[config.mk]
export PLATFORM = sky130hd
export DESIGN_NAME = alu_instruction_cycle
export DESIGN_NICKNAME = d
export VERILOG_FILES = /design/src/rtl/alu_instruction_cycle.sv
export SDC_FILE = /design/constraint.sdc
export NUM_CORES = 1
export LEC_CHECK = 0
export ABC_CLOCK_PERIOD_IN_PS = 5600
export BUFFER_PORTS_ARGS = -buffer_cell sky130_fd_sc_hd__buf_2
export CAP_MARGIN = 20
export CORE_ASPECT_RATIO = 0.7
export CORE_UTILIZATION = 59
export CTS_BUF_LIST = sky130_fd_sc_hd__clkbuf_16
export CTS_CLUSTER_DIAMETER = 150
export DETAILED_ROUTE_END_ITERATION = 7
export PLACE_DENSITY = 0.84
export SKIP_LAST_GASP = 1
export SYNTH_ARGS = -nofsm -noshare
export SYNTH_HDL_FRONTEND = slang
export SYNTH_SLANG_ARGS = --single-unit
[constraint.sdc]
create_clock -name clk -period 5.6 [get_ports clk]
set_clock_uncertainty 0.2 [all_clocks]
set_input_delay 1.12 -clock clk [delete_from_list [all_inputs] [get_ports clk]]
set_output_delay 1.12 -clock clk [all_outputs]
set_load 0.01 [all_outputs]
[src/rtl/alu_instruction_cycle.sv]
// Three-state (FETCH/DECODE/EXEC) execution core with an 8-bit accumulator ALU.
// One instruction per 3 cycles. AR, Flags and PC update at the end of EXEC. No backpressure.
module alu_instruction_cycle #(
    parameter int INST_ADDR_WIDTH = 8,
    parameter int INST_DATA_WIDTH = 16,
    parameter int MEM_ADDR_WIDTH  = 8,
    parameter int MEM_DATA_WIDTH  = 8
) (
    input  logic                       clk,
    input  logic                       arst,
    output logic [INST_ADDR_WIDTH-1:0] inst_addr,
    input  logic [INST_DATA_WIDTH-1:0] inst_data,
    output logic [MEM_ADDR_WIDTH-1:0]  mem_addr,
    input  logic [MEM_DATA_WIDTH-1:0]  mem_data_i,
    output logic [MEM_DATA_WIDTH-1:0]  mem_data_o,
    output logic                       mem_WE,
    output logic [MEM_DATA_WIDTH-1:0]  AR,
    output logic [3:0]                 Flags
);
    localparam int W = MEM_DATA_WIDTH;

    localparam logic [7:0] OP_LDI  = 8'h01, OP_LD   = 8'h02, OP_ST   = 8'h03;
    localparam logic [7:0] OP_ADD  = 8'h04, OP_ADDI = 8'h05, OP_SUB  = 8'h06;
    localparam logic [7:0] OP_SUBI = 8'h07, OP_AND  = 8'h08, OP_ANDI = 8'h09;
    localparam logic [7:0] OP_OR   = 8'h0A, OP_ORI  = 8'h0B, OP_XOR  = 8'h0C;
    localparam logic [7:0] OP_XORI = 8'h0D, OP_NOT  = 8'h0E, OP_SHL  = 8'h0F;
    localparam logic [7:0] OP_SHR  = 8'h10, OP_ADC  = 8'h11;
    localparam logic [7:0] OP_JMP  = 8'h20, OP_JZ   = 8'h21, OP_JNZ  = 8'h22;
    localparam logic [7:0] OP_JC   = 8'h23, OP_JNC  = 8'h24;

    typedef enum logic [1:0] {
        FETCH  = 2'd0,
        DECODE = 2'd1,
        EXEC   = 2'd2
    } state_t;

    state_t                     state, state_nxt;
    logic [INST_ADDR_WIDTH-1:0] pc, pc_nxt, target;
    logic [INST_DATA_WIDTH-1:0] ir;
    logic [7:0]                 ibr;
    logic [7:0]                 opcode;
    logic [W-1:0]               mbr, ar, ar_nxt, imm;
    logic [3:0]                 flags, flags_nxt;
    logic                       exec;
    logic                       zn_upd;
    logic [W-1:0]               add_b, sub_b;
    logic                       add_cin;
    logic [W:0]                 add_sum, sub_diff;

    assign opcode = ir[15:8];
    assign imm    = W'(ibr);
    assign target = INST_ADDR_WIDTH'(ir[7:0]);

    assign inst_addr  = pc;
    assign mem_addr   = MEM_ADDR_WIDTH'(ibr);
    assign mem_data_o = ar;
    assign AR         = ar;
    assign Flags      = flags;
    // Pure decode of registered state so reset drops the strobe asynchronously.
    assign mem_WE     = (state == EXEC) && (opcode == OP_ST);

    always_ff @(posedge clk or posedge arst) begin
        if (arst) begin
            state <= FETCH;
            pc    <= '0;
            ir    <= '0;
            ibr   <= '0;
            mbr   <= '0;
            ar    <= '0;
            flags <= '0;
        end else begin
            state <= state_nxt;
            case (state)
                FETCH: begin
                    ir  <= inst_data;
                    ibr <= inst_data[7:0];
                end
                DECODE: mbr <= mem_data_i;
                EXEC: begin
                    pc    <= pc_nxt;
                    ar    <= ar_nxt;
                    flags <= flags_nxt;
                end
                default: ;
            endcase
        end
    end

    always_comb begin
        state_nxt = state;
        exec      = 1'b0;
        case (state)
            FETCH:  state_nxt = DECODE;
            DECODE: state_nxt = EXEC;
            EXEC: begin
                exec      = 1'b1;
                state_nxt = FETCH;
            end
            default: state_nxt = FETCH;
        endcase
    end

    assign add_b    = (opcode == OP_ADDI) ? imm : mbr;
    assign add_cin  = (opcode == OP_ADC) && flags[1];
    assign add_sum  = {1'b0, ar} + {1'b0, add_b} + {{W{1'b0}}, add_cin};
    assign sub_b    = (opcode == OP_SUBI) ? imm : mbr;
    assign sub_diff = {1'b0, ar} - {1'b0, sub_b};

    // Flags layout: [0]=Z [1]=C [2]=N [3]=V.
    always_comb begin
        ar_nxt    = ar;
        flags_nxt = flags;
        pc_nxt    = pc + INST_ADDR_WIDTH'(1);
        zn_upd    = 1'b0;
        if (exec) begin
            case (opcode)
                OP_LDI: begin ar_nxt = imm; zn_upd = 1'b1; end
                OP_LD:  begin ar_nxt = mbr; zn_upd = 1'b1; end
                OP_ADD, OP_ADDI, OP_ADC: begin
                    ar_nxt       = add_sum[W-1:0];
                    flags_nxt[1] = add_sum[W];
                    flags_nxt[3] = (ar[W-1] == add_b[W-1]) && (add_sum[W-1] != ar[W-1]);
                    zn_upd       = 1'b1;
                end
                OP_SUB, OP_SUBI: begin
                    ar_nxt       = sub_diff[W-1:0];
                    flags_nxt[1] = sub_diff[W];
                    flags_nxt[3] = (ar[W-1] != sub_b[W-1]) && (sub_diff[W-1] != ar[W-1]);
                    zn_upd       = 1'b1;
                end
                OP_AND, OP_ANDI, OP_OR, OP_ORI, OP_XOR, OP_XORI, OP_NOT: begin
                    case (opcode)
                        OP_AND:  ar_nxt = ar & mbr;
                        OP_ANDI: ar_nxt = ar & imm;
                        OP_OR:   ar_nxt = ar | mbr;
                        OP_ORI:  ar_nxt = ar | imm;
                        OP_XOR:  ar_nxt = ar ^ mbr;
                        OP_XORI: ar_nxt = ar ^ imm;
                        default: ar_nxt = ~ar;
                    endcase
                    flags_nxt[1] = 1'b0;
                    flags_nxt[3] = 1'b0;
                    zn_upd       = 1'b1;
                end
                OP_SHL: begin
                    ar_nxt       = {ar[W-2:0], 1'b0};
                    flags_nxt[1] = ar[W-1];
                    flags_nxt[3] = 1'b0;
                    zn_upd       = 1'b1;
                end
                OP_SHR: begin
                    ar_nxt       = {1'b0, ar[W-1:1]};
                    flags_nxt[1] = ar[0];
                    flags_nxt[3] = 1'b0;
                    zn_upd       = 1'b1;
                end
                OP_JMP: pc_nxt = target;
                OP_JZ:  if (flags[0])  pc_nxt = target;
                OP_JNZ: if (!flags[0]) pc_nxt = target;
                OP_JC:  if (flags[1])  pc_nxt = target;
                OP_JNC: if (!flags[1]) pc_nxt = target;
                default: ;
            endcase
        end
        if (zn_upd) begin
            flags_nxt[0] = (ar_nxt == '0);
            flags_nxt[2] = ar_nxt[W-1];
        end
    end

endmodule

==> impl_metrics.yaml <==
status:
  status: "finished, final reports clean"
floorplan:
  core_area_sq_um: 6850
  die_h_microns: 73.0
  start_util_pct: 62.1
  io_pins: 63
  die_area_sq_um: 7560
  row_count: 25
  die_w_microns: 103
sta:
  hold_ws_ns: 0.316
  tns_ns: 0
  min_period_over_period_pct: 89.5
  max_freq_mhz: 200
  tightest_slew_ns: 1.09
  period_minus_slack_ns: 5.01
  setup_violations: 0
  rsz0062_at_grt: "no"
  maxSlewHeadroom_pct: 26.9
  hold_viol_final: 0
  slew_viol_final: 0
cells_and_area:
  fin_nets: 560
  final_layout_size_suffix_gt1_share_pct: 28.9
  stdcell_count: 609
  diodes: 0
  design_area_sq_um: 4680
  multiInputGateArea_sq_um: 2820
  final_util_pct: 68.3
  n_fill_cell: 539
  ff_latch_area_sq_um: 1150
  area_delta_synth_final_pct: 10.1
place:
  place_congestion: 1.00
  place_area_sq_um: 4510
  hpwl_microns: 9160
  dp_cells: 601
  portBuffers: 62
clock_tree:
  numClockSinks: 46
  post_cts_buffers: 0
  max-clock-path-buffers: 2
  ctsHtreeMaxLevel: 2
  cts_buffers: 5
  cts_resized: 0
  holdBufCountCts: 0
  insertion_delay_ns: 0.29
  clk_pin_slew_ns: 0.07
  ctsRootBufferMaster: "clkbuf_16"
  cts_tree: "yes"
drt:
  routed_via_density: 6.76
  drtAntennaViolNets: 0
  drt_pre_antenna_iters: 5
  vias: 4115
  drt-wirelength-per-cell_microns: 20.8
  drcViolationCount: 0
  drt_iter0_markers: 501
  routed_wirelength_microns: 12700
critical_path:
  ff2ff_setup_slack_ns: 0.59
  crit_path_start_kind: "flip-flop"
  cp.arrival_ns: 5.01
  r2r_cells: 13
  r2r-start: "ir[12]$_DFFE_PP0N_"
  required_ns: 5.60
  end_kind: "flip-flop"
  worst-path-max-fanout: 12
  critical_path_class: "flip-flop to flip-flop"
  crit_start: "ir[12]$_DFFE_PP0N_"
  rr_endpoint: "Flags[0]$_DFFE_PP0P_"
synth:
  syn_area_sq_um: 4250
  ys_ff_latch: 46
  synth.distinct_cells: 81
  syn-instance-count: 474
  yosysMostFrequentCell: "dfrtp_1"
  synth_edf_count: 0
  synth_flop_cell: "dfrtp_1"
  synth_seq_area_share_pct: 27.1
  async_flop_share_pct: 100
  syn_nets: 520
  yosys-top-cells-count: "dfrtp_1 (46), mux2_2 (42), o21ai_0 (34)"
  synthTopCellsByArea: "dfrtp_1 (27%), mux2_2 (11%), ha_1 (5.0%), o21ai_0 (4.0%), mux2i_1 (3.3%)"
  syn_area_per_cell_sq_um: 8.97
  yosysTopAreaCell: "dfrtp_1"
  ys_warn_count: 0
  synth_top_area_share_pct: 27.1
pwr:
  p_int_uw: 751
  leakagePower_nw: 2.02
  clkPwrFrac_pct: 29.4
  power_density_nw_per_um2: 253
  seq_power_share_pct: 39.7
  switchingPower_uw: 433
  switching_share_pct: 36.6
  irDropWorstVdd_v: 0.000166
  p_comb_share_pct: 30.9
grt:
  grt_util_all_layers_pct: 35.6
  first_global_vias: 3784
  grt_busiest_layer: "met2"
  grt_pass1_wl_microns: 19900
  antenna_found_initial: 0
  grt_start_max_net_pins: 47
  use_met1_pct: 49.9
  grt-ovfl-total: 0
  grtUsageMet3_pct: 10.7
  use_met2_pct: 53.2
hold_path:
  hold_depth: 2
  min-delay-start: "Flags[2]$_DFFE_PP0P_"
  hold_end: "Flags[2]$_DFFE_PP0P_"
  hold_class: "flip-flop to flip-flop"
job:
  drv_cap: 0
[placed cells by master, fill, tap and decap left out, types with 4 or more instances in the layout]
cell type  netlist  routed
o21ai_0         34      34
a211oi_1         4       4
and3_1          10      10
buf_2            3      62
nor3_1           8       8
mux2_2          42      42
o22ai_1          4       4
xnor2_1          5       5
nor2b_1          7       7
dfrtp_1         46      46
nand3_1         22      22
clkbuf_16        0       5
ha_1            17      17
o21a_1           4       4
nor2_1          31      31
a2111oi_0        4       4
a21oi_1         22      22
and4b_1          4       4
mux2i_1         14      14
nand2_1         28      28
nand4_1          4       4
inv_1           16      15
buf_4           18       7
or3_1            5       5
a31oi_1          7       7
xor2_1           6       6
nand2b_1         8       8
or2_2            7       7
[cell type report]
cell class / instances / share of cell area [%]
multi-input cells: 375 / 60.2
flip-flops and latches: 46 / 24.6
repair buffers: 69 / 7.75
clock buffers: 5 / 2.67
well taps: 94 / 2.51
inverters: 17 / 1.36
clock inverters: 3 / 0.936
[through the flow]
step	setup WS [ns]	power [mW]
2_1_floorplan	1.10	0.718
3_3_place_gp	0.805	0.817
3_5_place_dp	0.731	0.831
4_1_cts	0.642	1.18
5_1_grt	0.390	1.25
6_report	0.589	1.18
[worst max-delay path by stage]
stage	endpoint	slack, ns	depth (start not counted)
after CTS	Flags[0]$_DFFE_PP0P_	0.64	13
after global placement	Flags[0]$_DFFE_PP0P_	0.80	13
after detailed placement	Flags[0]$_DFFE_PP0P_	0.73	13
after floorplan	Flags[0]$_DFFE_PP0P_	1.10	15
after global routing	Flags[0]$_DFFE_PP0P_	0.39	13
final	Flags[0]$_DFFE_PP0P_	0.59	13
[power groups by stage]
stage	clock, mW	sequential [mW]	combinational, mW
floorplan	0	0.460	0.258
global placement	0	0.468	0.349
detailed placement	0	0.472	0.358
CTS	0.351	0.466	0.362
global route	0.366	0.477	0.403
finish	0.348	0.470	0.366
[worst max-delay path: stages (launching register included)]
cell and delay, ns:
dfrtp_1 0.52, or4_4 0.69, or3_1 0.54, mux2_2 0.35, fa_1 0.45, fa_1 0.43, a211oi_1 0.36, o21bai_1 0.14
a21oi_1 0.23, xnor2_1 0.11, a221o_1 0.35, a211oi_1 0.25, o21ai_1 0.11, o31ai_2 0.19
[layer usage]
layer | up-vias | wire length [microns]
met1 | 1960 | 5350
met2 | 273 | 5470
li1 | 1855 | -
met3 | 27 | 1640
met4 | 0 | 227
met5 | - | 0
[kinds of logic after synthesis]
kind of cell    count (synthesis)  synth area share, %
flops                          46                 27.1
buf+inv                        53                 6.71
mux                            57                 14.7
xor+xnor                       11                 2.27
compound gates                124                 20.8
simple gates                  163                 22.0
fa+ha+maj                      20                 6.42
[sequential cells by signal, summed over array words and instances (netlist names)]
register   flops
ir            16
AR             8
inst_addr      8
mbr            8
Flags          4
state          2
No activity file was read; power rests on OpenSTA's default activity.
